## config.mk

```make
export PLATFORM = sky130hd
export DESIGN_NAME = operand_feeder
export DESIGN_NICKNAME = d
export VERILOG_FILES = /design/src/rtl/operand_feeder.sv
export SDC_FILE = /design/constraint.sdc
export NUM_CORES = 1
export LEC_CHECK = 0
export BUFFER_PORTS_ARGS = -buffer_cell sky130_fd_sc_hd__buf_2
export CAP_MARGIN = 10
export CORE_UTILIZATION = 45
export CTS_CLUSTER_SIZE = 16
export DETAILED_ROUTE_END_ITERATION = 16
export PLACE_DENSITY = 0.73
export SETUP_SLACK_MARGIN = 0.3
export SYNTH_ARGS = -nofsm -noshare
export SYNTH_HDL_FRONTEND = slang
export SYNTH_SLANG_ARGS = --single-unit
```

## constraint.sdc

```tcl
create_clock -name clk -period 1.5 [get_ports clk]
set_clock_uncertainty 0.1 [all_clocks]
set_input_delay 0 -clock clk [delete_from_list [all_inputs] [get_ports clk]]
set_output_delay 0 -clock clk [all_outputs]
set_load 0.05 [all_outputs]
```

## src/rtl/operand_feeder.sv

```systemverilog
// Operand feeder: turns one BRAM word per read into skewed per-lane operands
// for an N-lane systolic array, then drains the skew and signals tile end.
module operand_feeder #(
   parameter int N          = 4,
   parameter int DATA_WIDTH = 8,
   parameter int BRAM_DEPTH = 2
) (
   input  logic                    clk,
   input  logic                    reset,
   input  logic                    enable_cu,
   input  logic [N*DATA_WIDTH-1:0] bram_data,
   output logic [N*DATA_WIDTH-1:0] lane_data,
   output logic [N-1:0]            lane_valid,
   output logic                    busy,
   output logic                    tile_done
);

   localparam int TILE_LEN = 1 << BRAM_DEPTH;
   localparam int CNT_W    = BRAM_DEPTH + 1;
   localparam int DCW      = (N > 2) ? $clog2(N - 1) : 1;
   localparam logic [CNT_W-1:0] LAST_CNT = CNT_W'(TILE_LEN - 1);

   localparam logic [1:0] IDLE  = 2'd0;
   localparam logic [1:0] FILL  = 2'd1;
   localparam logic [1:0] DRAIN = 2'd2;
   localparam logic [1:0] DONE  = 2'd3;

   logic [1:0]       state_q, state_d;
   logic             rd_valid_q, rd_valid_d;
   logic [CNT_W-1:0] vec_cnt_q, vec_cnt_d;
   logic [DCW-1:0]   drain_cnt_q, drain_cnt_d;
   logic             cap_valid;

   // Next-state, vector count and drain count; decides when a word is captured
   always_comb begin
      state_d     = state_q;
      vec_cnt_d   = vec_cnt_q;
      drain_cnt_d = drain_cnt_q;
      rd_valid_d  = enable_cu;
      cap_valid   = 1'b0;
      case (state_q)
         IDLE: begin
            if (enable_cu) state_d = FILL;
         end
         FILL: begin
            if (rd_valid_q) begin
               cap_valid = 1'b1;
               if (vec_cnt_q == LAST_CNT) begin
                  vec_cnt_d   = '0;
                  drain_cnt_d = '0;
                  // With a single lane there is no skew left to drain
                  state_d     = (N == 1) ? DONE : DRAIN;
               end else begin
                  vec_cnt_d = vec_cnt_q + 1'b1;
               end
            end
         end
         DRAIN: begin
            if (int'(drain_cnt_q) == N - 2) begin
               drain_cnt_d = '0;
               state_d     = DONE;
            end else begin
               drain_cnt_d = drain_cnt_q + 1'b1;
            end
         end
         DONE: begin
            state_d = IDLE;
         end
         default: begin
            state_d = IDLE;
         end
      endcase
   end

   // Control state registers with synchronous reset
   always_ff @(posedge clk) begin
      if (reset) begin
         state_q     <= IDLE;
         rd_valid_q  <= 1'b0;
         vec_cnt_q   <= '0;
         drain_cnt_q <= '0;
      end else begin
         state_q     <= state_d;
         rd_valid_q  <= rd_valid_d;
         vec_cnt_q   <= vec_cnt_d;
         drain_cnt_q <= drain_cnt_d;
      end
   end

   assign busy      = (state_q != IDLE);
   assign tile_done = (state_q == DONE);

   // Per-lane skew chains: lane i holds i+1 stages, the first loaded on capture.
   // Bubbles carry zero data so an invalid lane always reads as zero.
   for (genvar i = 0; i < N; i++) begin : g_lane
      logic [i:0][DATA_WIDTH-1:0] dat_q, dat_d;
      logic [i:0]                 vld_q, vld_d;
      logic [DATA_WIDTH-1:0]      cap_elem;

      assign cap_elem = cap_valid ? bram_data[i*DATA_WIDTH +: DATA_WIDTH] : '0;

      if (i == 0) begin : g_first
         // Lane 0 is the single capture stage
         always_comb begin
            dat_d = cap_elem;
            vld_d = cap_valid;
         end
      end else begin : g_chain
         // Shift the chain by one stage and load the new element at the bottom
         always_comb begin
            dat_d = {dat_q[i-1:0], cap_elem};
            vld_d = {vld_q[i-1:0], cap_valid};
         end
      end

      // Skew registers with synchronous reset
      always_ff @(posedge clk) begin
         if (reset) begin
            dat_q <= '0;
            vld_q <= '0;
         end else begin
            dat_q <= dat_d;
            vld_q <= vld_d;
         end
      end

      assign lane_data[i*DATA_WIDTH +: DATA_WIDTH] = dat_q[i];
      assign lane_valid[i]                         = vld_q[i];
   end

endmodule

```

==> metrics.csv, run 1 <==
metric,value,unit
routed_wl,4.645,mm
status,"complete, but fails checks",
yosys_warnings,0,
io_buffers,72,
grt_max_degree,37,
syn2layout_area_growth,40.50,%
dp.cells,358,
fp-row-count,27,
cts.sinks,92,
worstPathArrival,1.66,ns
ctsLongestPathBuffers,2,
wl_per_cell,11.22,um
drv_slew,0,
cts_buffers,9,
worst-setup-path-type,flip-flop to flip-flop,
drc,0,
place_hpwl,2.572,mm
antenna_found_initial,0,
synth_edf_count,0,
critPathLaunchType,flip-flop,
async_reset_ff_share,0,%
power_leakage,1.692,nW
ys_seq_elements,92,
violations,setup timing,
rsz0062_at_grt,yes,
layout-drive-gt1-share,32.46,%
power_density,1316,mW/mm2
synthCells,221,
core,0.005608,mm2
pin_count,73,
synth_cell_types,25,
drt_iter0_drc,27,
worstSkewPairLatency,0.34,ns
grt_use_total,16.18,%
overflow,0,
cts_tree,yes,
synth.yosys.seq_area_share,69.08,%
diodes,0,
mostFrequentLayoutCells,"88 x dfxtp_1, 70 x buf_2, 52 x nor2b_1",
max_slew.worst_pin.slew,0.3444,ns
max_freq,661.1,MHz
ir_worst_vdd,0.9236,mV
p_total,0.004929,W
dr.pass1.iters,4,
pre_cts_slack,-0.01041,ns
holdCritPathClass,input port to flip-flop,
final_common_cell,dfxtp_1,
maxCapViolCount,0,
maxSlewHeadroom,77.04,%
die_w,78.98,um
fill_cells,418,
fp.dieArea,0.006237,mm2
fin_crit,1.513,ns
synthFlopType,dfxtp_1,
nNetsFinal,378,
final_util,66.80,%
final-seq-area,0.001849,mm2
placed_area,0.003126,mm2
viasPerCell,4.300,
grt_pass1_wl,7.424,mm
fin_cells,414,
cp_max_fo,3,
vias,1780,
hold_viol,0,
drtAntennaViolNets,0,
fin_ws,-0.01264,ns
die_h,78.98,um
worstSetupEndpointType,flip-flop,
multiInputGateArea,798.3,um2
start_util,47.55,%
syn-num-nets,261,
root_buffer,clkbuf_8,
setup_viol,1,
htree_levels,3,
fin_area,0.003746,mm2
clkTransAtPathRegs,0.08,ns
netlist_area,0.002666,mm2
gp_congestion,0.6883,
r2r_setup_slack,-0.01,ns
cp.required,1.65,ns
syn_avg_cell_area,12.06,um2
period_share,100.8,%
grt_pass1_vias,1632,
==> Yosys cell counts, types with 2 or more instances <==
master	n	share of area, %
a21oi_1	2	0.38
a32o_1	2	0.75
and2_1	32	7.5
buf_2	2	0.38
clkbuf_1	7	0.99
dfxtp_1	92	69
ha_1	5	2.3
inv_1	5	0.70
nand2_1	6	0.84
nor2_1	2	0.28
nor2b_1	52	12
==> what timing repair did <==
item,CTS,global route
resized for setup,13,2
endpoints found under the setup margin,40,41
pin swaps,5,1
hold buffers,34,0
endpoints found under the hold margin,35,0
cloned,0,0
setup buffers,6,1
==> metal layers <==
metal  track usage [%]  share of wire, %
met5                 0                 0
met4             7.091               1.1
met1             18.40                43
met2             26.72                51
met3             6.437               5.3
==> cell type report <==
cell class / count / share of cell area [%]
clock inverter: 3 / 0.6012
sequential: 92 / 49.37
inverter: 5 / 0.5010
multi-input combinational: 114 / 21.31
clock buffer: 12 / 4.142
tap: 72 / 2.405
timing repair buffer: 116 / 21.68
==> worst max-delay path: stages (launching register included) <==
cell and delay [ns]:
dfxtp_2 0.36, inv_2 0.07, ha_4 0.15, and2b_2 0.19, a221o_1 0.31, a221oi_2 0.25
==> kinds of logic after synthesis <==
kind of cell / count (synthesis) / share of synthesized area, %
simple gates: 99 / 22.81
compound gates: 9 / 3.050
flops: 92 / 69.08
mux: 1 / 0.3754
fa+ha+maj: 5 / 2.346
buf+inv: 15 / 2.347
==> flip-flops by register name, summed over array words and instances (netlist names) <==
register and flops:
g_lane.dat_q 8, rd_valid_q 1, lane_data 24, g_lane.dat_d 48, g_lane.vld_q 4, drain_cnt_q 2
vec_cnt_q 3, state_q 2
==> metrics by stage <==
stage                      TNS, ns  hold slack, ns
after CTS                 -0.01393          0.1136
final                     -0.01264          0.1427
after global placement           0         0.09917
after detailed placement  -0.01041          0.1011
after global routing        -1.553          0.1533
after floorplan                  0         0.02171
==> path summary, 6_finish.rpt <==
| check | start | depth (start not counted) | end |
|---|---|---|---|
| min | enable_cu | 4 | state_q[0] |
| max | state_q[0] | 5 | state_q[0] |
| min reg2reg | g_lane[2].dat_d[20] | 1 | lane_data[20] |
| max reg2reg | state_q[0] | 5 | state_q[0] |
==> power breakdown <==
group	switching (W)	total [W]	leakage [nW]	internal [W]
Combinational	0.000437	0.000880	0.856	0.000443
Sequential	0.0000474	0.00258	0.744	0.00254
Clock	0.000778	0.00147	0.0924	0.000688
Note: power is estimated with default switching activity, not from simulation.
==> run 2: changes to the inputs <==
--- a/config.mk
+++ b/config.mk
@@ -10,6 +10,7 @@
 export CORE_UTILIZATION = 45
 export CTS_CLUSTER_SIZE = 16
 export DETAILED_ROUTE_END_ITERATION = 16
+export MAX_ROUTING_LAYER = met4
 export PLACE_DENSITY = 0.73
 export SETUP_SLACK_MARGIN = 0.3
 export SYNTH_ARGS = -nofsm -noshare
==> run 2 against run 1 <==
Compared with the run above:
- the flow still finishes with violations (setup timing)
- final cell count unchanged
- combinational power about the same
- via count increased by 1.0%
- global-route usage increased by 0.25 points
- worst hold slack improved by 0.0017 ns
- sequential share of layout area unchanged
- first-iteration DRC count decreased by 19%
- count of clock-buffer cells in the layout unchanged
- cell area unchanged
- sequential cell count unchanged
- critical endpoint unchanged
==> metrics.csv, run 2 (same netlist as run 1, synthesis figures left out) <==
metric,value,unit
pin_count,73,
die_h,78.98,um
vias,1798,
fp.dieArea,0.006237,mm2
gp_congestion,0.6955,
viasPerCell,4.343,
wl_per_cell,11.20,um
wl_met3,184,um
start_util,47.55,%
critPathLaunchType,flip-flop,
cp.required,1.65,ns
power_density,1316,mW/mm2
holdCritPathClass,input port to flip-flop,
worstSkewPairLatency,0.33,ns
layout-drive-gt1-share,32.46,%
fin_crit,1.513,ns
period_share,100.9,%
clkTransAtPathRegs,0.08,ns
drc,0,
grt_pass1_vias,1650,
cts_buffers,9,
place_hpwl,2.572,mm
rsz0062_at_grt,yes,
cts.sinks,92,
max_slew.worst_pin.slew,0.3464,ns
r2r-start,state_q[0],
ctsLongestPathBuffers,2,
cts_tree,yes,
placed_area,0.003126,mm2
worstSetupEndpointType,flip-flop,
grt_max_degree,37,
mostFrequentLayoutCells,"88 x dfxtp_1, 70 x buf_2, 52 x nor2b_1",
fin_ws,-0.01289,ns
core,0.005608,mm2
nNetsFinal,378,
ir_worst_vdd,0.9252,mV
diodes,0,
maxSlewHeadroom,76.91,%
power_leakage,1.692,nW
grt_use_total,16.43,%
top_layer,met4,
worstPathArrival,1.66,ns
io_buffers,72,
largest_reg_flops,48,
dr.pass1.iters,4,
htree_levels,3,
hold_viol,0,
maxCapViolCount,0,
die_w,78.98,um
drtAntennaViolNets,0,
drt_iter0_drc,22,
final_common_cell,dfxtp_1,
finalSetupTns,-0.01289,ns
wl_met1,2.015,mm
root_buffer,clkbuf_8,
routed_wl,4.635,mm
r2r_setup_slack,-0.01,ns
fp-row-count,27,
setup_viol,1,
grt_pass1_wl,7.334,mm
antenna_found_initial,0,
wl_met2,2.338,mm
status,"complete, but fails checks",
violations,setup timing,
fin_area,0.003746,mm2
drv_slew,0,
r2r_cells,5,
crit_path_end,state_q[0],
overflow,0,
fill_cells,418,
cp-startpoint,state_q[0],
worst-setup-path-type,flip-flop to flip-flop,
cp_max_fo,3,
r2r_end,state_q[0],
syn2layout_area_growth,40.50,%
max_freq,661.0,MHz
run 2: cell counts in the layout (fill, tap and decap cells not counted):
No cell type changed its count.
run 2: layout make-up:
class / count / area [um2] / share of cell area [%]
Sequential cell: 92 / 1849 / 49.37
Clock buffer: 12 / 155.1 / 4.142
Tap cell: 72 / 90.09 / 2.405
Inverter: 5 / 18.77 / 0.5010
Timing Repair Buffer: 116 / 812.0 / 21.68
Multi-Input combinational cell: 114 / 798.3 / 21.31
Clock inverter: 3 / 22.52 / 0.6012
run 2: how the worst min path moves through the flow:
stage / startpoint / end / slack [ns] / depth (start not counted)
2_1_floorplan: bram_data[0] / g_lane[0].dat_q[0] / 0.02 / 1
3_3_place_gp: bram_data[23] / g_lane[2].dat_d[15] / 0.1 / 2
3_5_place_dp: bram_data[14] / g_lane[1].dat_d[14] / 0.10 / 2
4_1_cts: enable_cu / state_q[0] / 0.11 / 4
5_1_grt: enable_cu / state_q[0] / 0.16 / 4
6_report: enable_cu / state_q[0] / 0.14 / 4
run 2: stage by stage:
stage,setup slack [ns],hold slack (ns),instances,utilization (%),total power (W)
floorplan,0.08595,0.02171,221,-,0.003105
global placement,0.06251,0.09917,358,55.73,0.003228
detailed placement,-0.01041,0.1011,358,55.73,0.003264
CTS,-0.01393,0.1136,413,66.56,0.004929
global route,-0.08472,0.1567,414,66.80,0.005186
finish,-0.01289,0.1444,414,66.80,0.004930
run 2: per-layer routing:
| layer | global-route usage (%) | vias up |
|---|---|---|
| li1 | - | 919 |
| met1 | 17.67 | 821 |
| met2 | 27.16 | 50 |
| met3 | 4.713 | 8 |
| met4 | 9.273 | 0 |
| met5 | - | - |
run 2: worst max-delay path, cell delays in order (launching register included):
cell	delay, ns
dfxtp_2	0.36
inv_2	0.07
ha_4	0.15
and2b_2	0.19
a221o_1	0.31
a221oi_2	0.25
run 2: repair_timing:
item / CTS / global route
endpoints found under the hold margin: 35 / 0
setup buffers: 6 / 1
cloned: 0 / 0
resized for setup: 13 / 2
pin swaps: 5 / 1
endpoints found under the setup margin: 40 / 41
hold buffers: 34 / 0
run 2: where the power goes:
part / total (W) / leakage [nW] / switching [W] / internal [W]
logic: 0.000881 / 0.856 / 0.000438 / 0.000443
registers: 0.00258 / 0.744 / 0.0000475 / 0.00254
clock network: 0.00147 / 0.0924 / 0.000778 / 0.000688
total: 0.00493 / 1.69 / 0.00126 / 0.00367
==> run 3: changes to the inputs <==
==> constraint.sdc (replaced) <==
create_clock -name clk -period 1.5 [get_ports clk]
set_clock_uncertainty 0.1 [all_clocks]
set_input_delay 0 -clock clk [delete_from_list [all_inputs] [get_ports clk]]
set_output_delay 0 -clock clk [all_outputs]
set_load 0.02 [all_outputs]
==> run 3 against run 2 <==
Compared with the run above:
- the run still ends with setup timing left
- die area did not move
- count of clock-buffer cells in the layout did not move
- utilization fell by 0.33 points
- first-iteration DRC count rose by 14%
- worst hold slack got worse by 0.011 ns
- sequential cell count did not move
- final cell count did not move
- sequential power barely moved
- combinational power fell by 16%
- setup slack got worse by 0.0028 ns
- largest cell class unchanged
- largest power group unchanged
- highest routed layer unchanged
==> metrics.csv, run 3 (same netlist as run 1, synthesis figures left out) <==
metric,value,unit
dr.pass1.iters,4,
overflow,0,
drt_iter0_drc,25,
rsz0062_at_grt,yes,
fin_ws,-0.01569,ns
syn2layout_area_growth,39.79,%
drtAntennaViolNets,0,
holdWs,0.1330,ns
worstSkewPairLatency,0.34,ns
root_buffer,clkbuf_8,
max_slew.worst_pin.slew,0.3447,ns
diodes,0,
p_total,0.004789,W
cts_tree,yes,
share_comb_of_total_power,15.5,%
largest_reg_flops,48,
viasPerCell,4.314,
cts.sinks,92,
r2r_cells,5,
grt_pass1_vias,1662,
pre_cts_slack,-0.01041,ns
ir_worst_vdd,0.8175,mV
antenna_found_initial,0,
die_h,78.98,um
vias,1786,
pwr-share-seq,53.9,%
maxSlewHeadroom,77.02,%
holdCritPathClass,input port to flip-flop,
final_util,66.47,%
drc,0,
gp_congestion,0.6955,
io_buffers,72,
power_density,1285,mW/mm2
p_switching,0.001162,W
switching_share,24.26,%
start_util,47.55,%
layout-drive-gt1-share,32.16,%
fill_cells,425,
hold_viol,0,
grt_pass1_wl,7.341,mm
routed_wl,4.605,mm
cts_buffers,9,
fp.dieArea,0.006237,mm2
dp.cells,358,
core,0.005608,mm2
fin_crit,1.516,ns
wl_per_cell,11.12,um
power_leakage,1.692,nW
violations,setup timing,
pin_count,73,
mostFrequentLayoutCells,"88 x dfxtp_1, 71 x buf_2, 52 x nor2b_1",
worstPathArrival,1.67,ns
clkTransAtPathRegs,0.08,ns
setup_viol,1,
worst-setup-path-type,flip-flop to flip-flop,
critPathLaunchType,flip-flop,
htree_levels,3,
ctsLongestPathBuffers,2,
max_freq,659.8,MHz
maxCapViolCount,0,
fp-row-count,27,
drv_slew,0,
fin_cells,414,
hold_depth,4,
nNetsFinal,378,
cp_max_fo,3,
grt_use_total,16.43,%
status,"complete, but fails checks",
cp.required,1.65,ns
place_hpwl,2.572,mm
period_share,101.0,%
die_w,78.98,um
clockPowerShare,30.7,%
worstSetupEndpointType,flip-flop,
internal_power,0.003628,W
grt_max_degree,37,
final_common_cell,dfxtp_1,
[run 3: cell counts in the layout (fill, tap and decap cells not counted)]
No cell type changed its count.
[run 3: through the flow]
step | instance area, um2 | TNS, ns
3_3_place_gp | 3126 | 0
4_1_cts | 3709 | -0.01995
6_report | 3727 | -0.01569
2_1_floorplan | 2686 | 0
3_5_place_dp | 3126 | -0.01041
5_1_grt | 3727 | -1.144
[run 3: layout make-up]
class,instances,area (um2),area share (%)
sequential,92,1847,49.55
timing repair buffer,116,798.3,21.42
multi-input combinational,114,795.8,21.35
clock buffer,12,155.1,4.162
tap,72,90.09,2.417
clock inverter,3,22.52,0.6042
inverter,5,18.77,0.5035
[run 3: routing by layer]
layer / up-vias / GRT usage [%] / share of wire, %
li1: 920 / - / -
met1: 806 / 17.52 / 44
met2: 52 / 27.33 / 50
met3: 8 / 4.713 / 4.3
met4: 0 / 9.273 / 2.1
met5: - / - / 0
[run 3: worst paths after layout]
kind                    to  slack [ns]                start
min reg2reg  lane_data[20]        0.34  g_lane[2].dat_d[20]
max             state_q[0]       -0.02           state_q[0]
min             state_q[0]        0.13            enable_cu
max reg2reg     state_q[0]       -0.02           state_q[0]
[run 3: worst max-delay path, stage by stage, from the launching register on]
cell	delay (ns)
dfxtp_2	0.37
inv_2	0.07
ha_4	0.16
and2b_2	0.18
a221o_1	0.31
a221oi_2	0.25
[run 3: power by group through the flow]
stage               registers (W)  clock network, W  logic (W)
finish                    0.00258           0.00147   0.000741
floorplan                 0.00264                 0   0.000370
global route              0.00259           0.00165   0.000806
detailed placement        0.00264                 0   0.000539
global placement          0.00263                 0   0.000512
CTS                       0.00258           0.00152   0.000697
[run 3: what timing repair did]
| action | 4_1_cts | 5_1_grt |
|---|---|---|
| cloned | 0 | 0 |
| setup buffers | 5 | 2 |
| resized for setup | 8 | 1 |
| endpoints found under the hold margin | 35 | 0 |
| hold buffers | 34 | 0 |
| pin swaps | 5 | 0 |
| setup endpoints to repair | 39 | 40 |
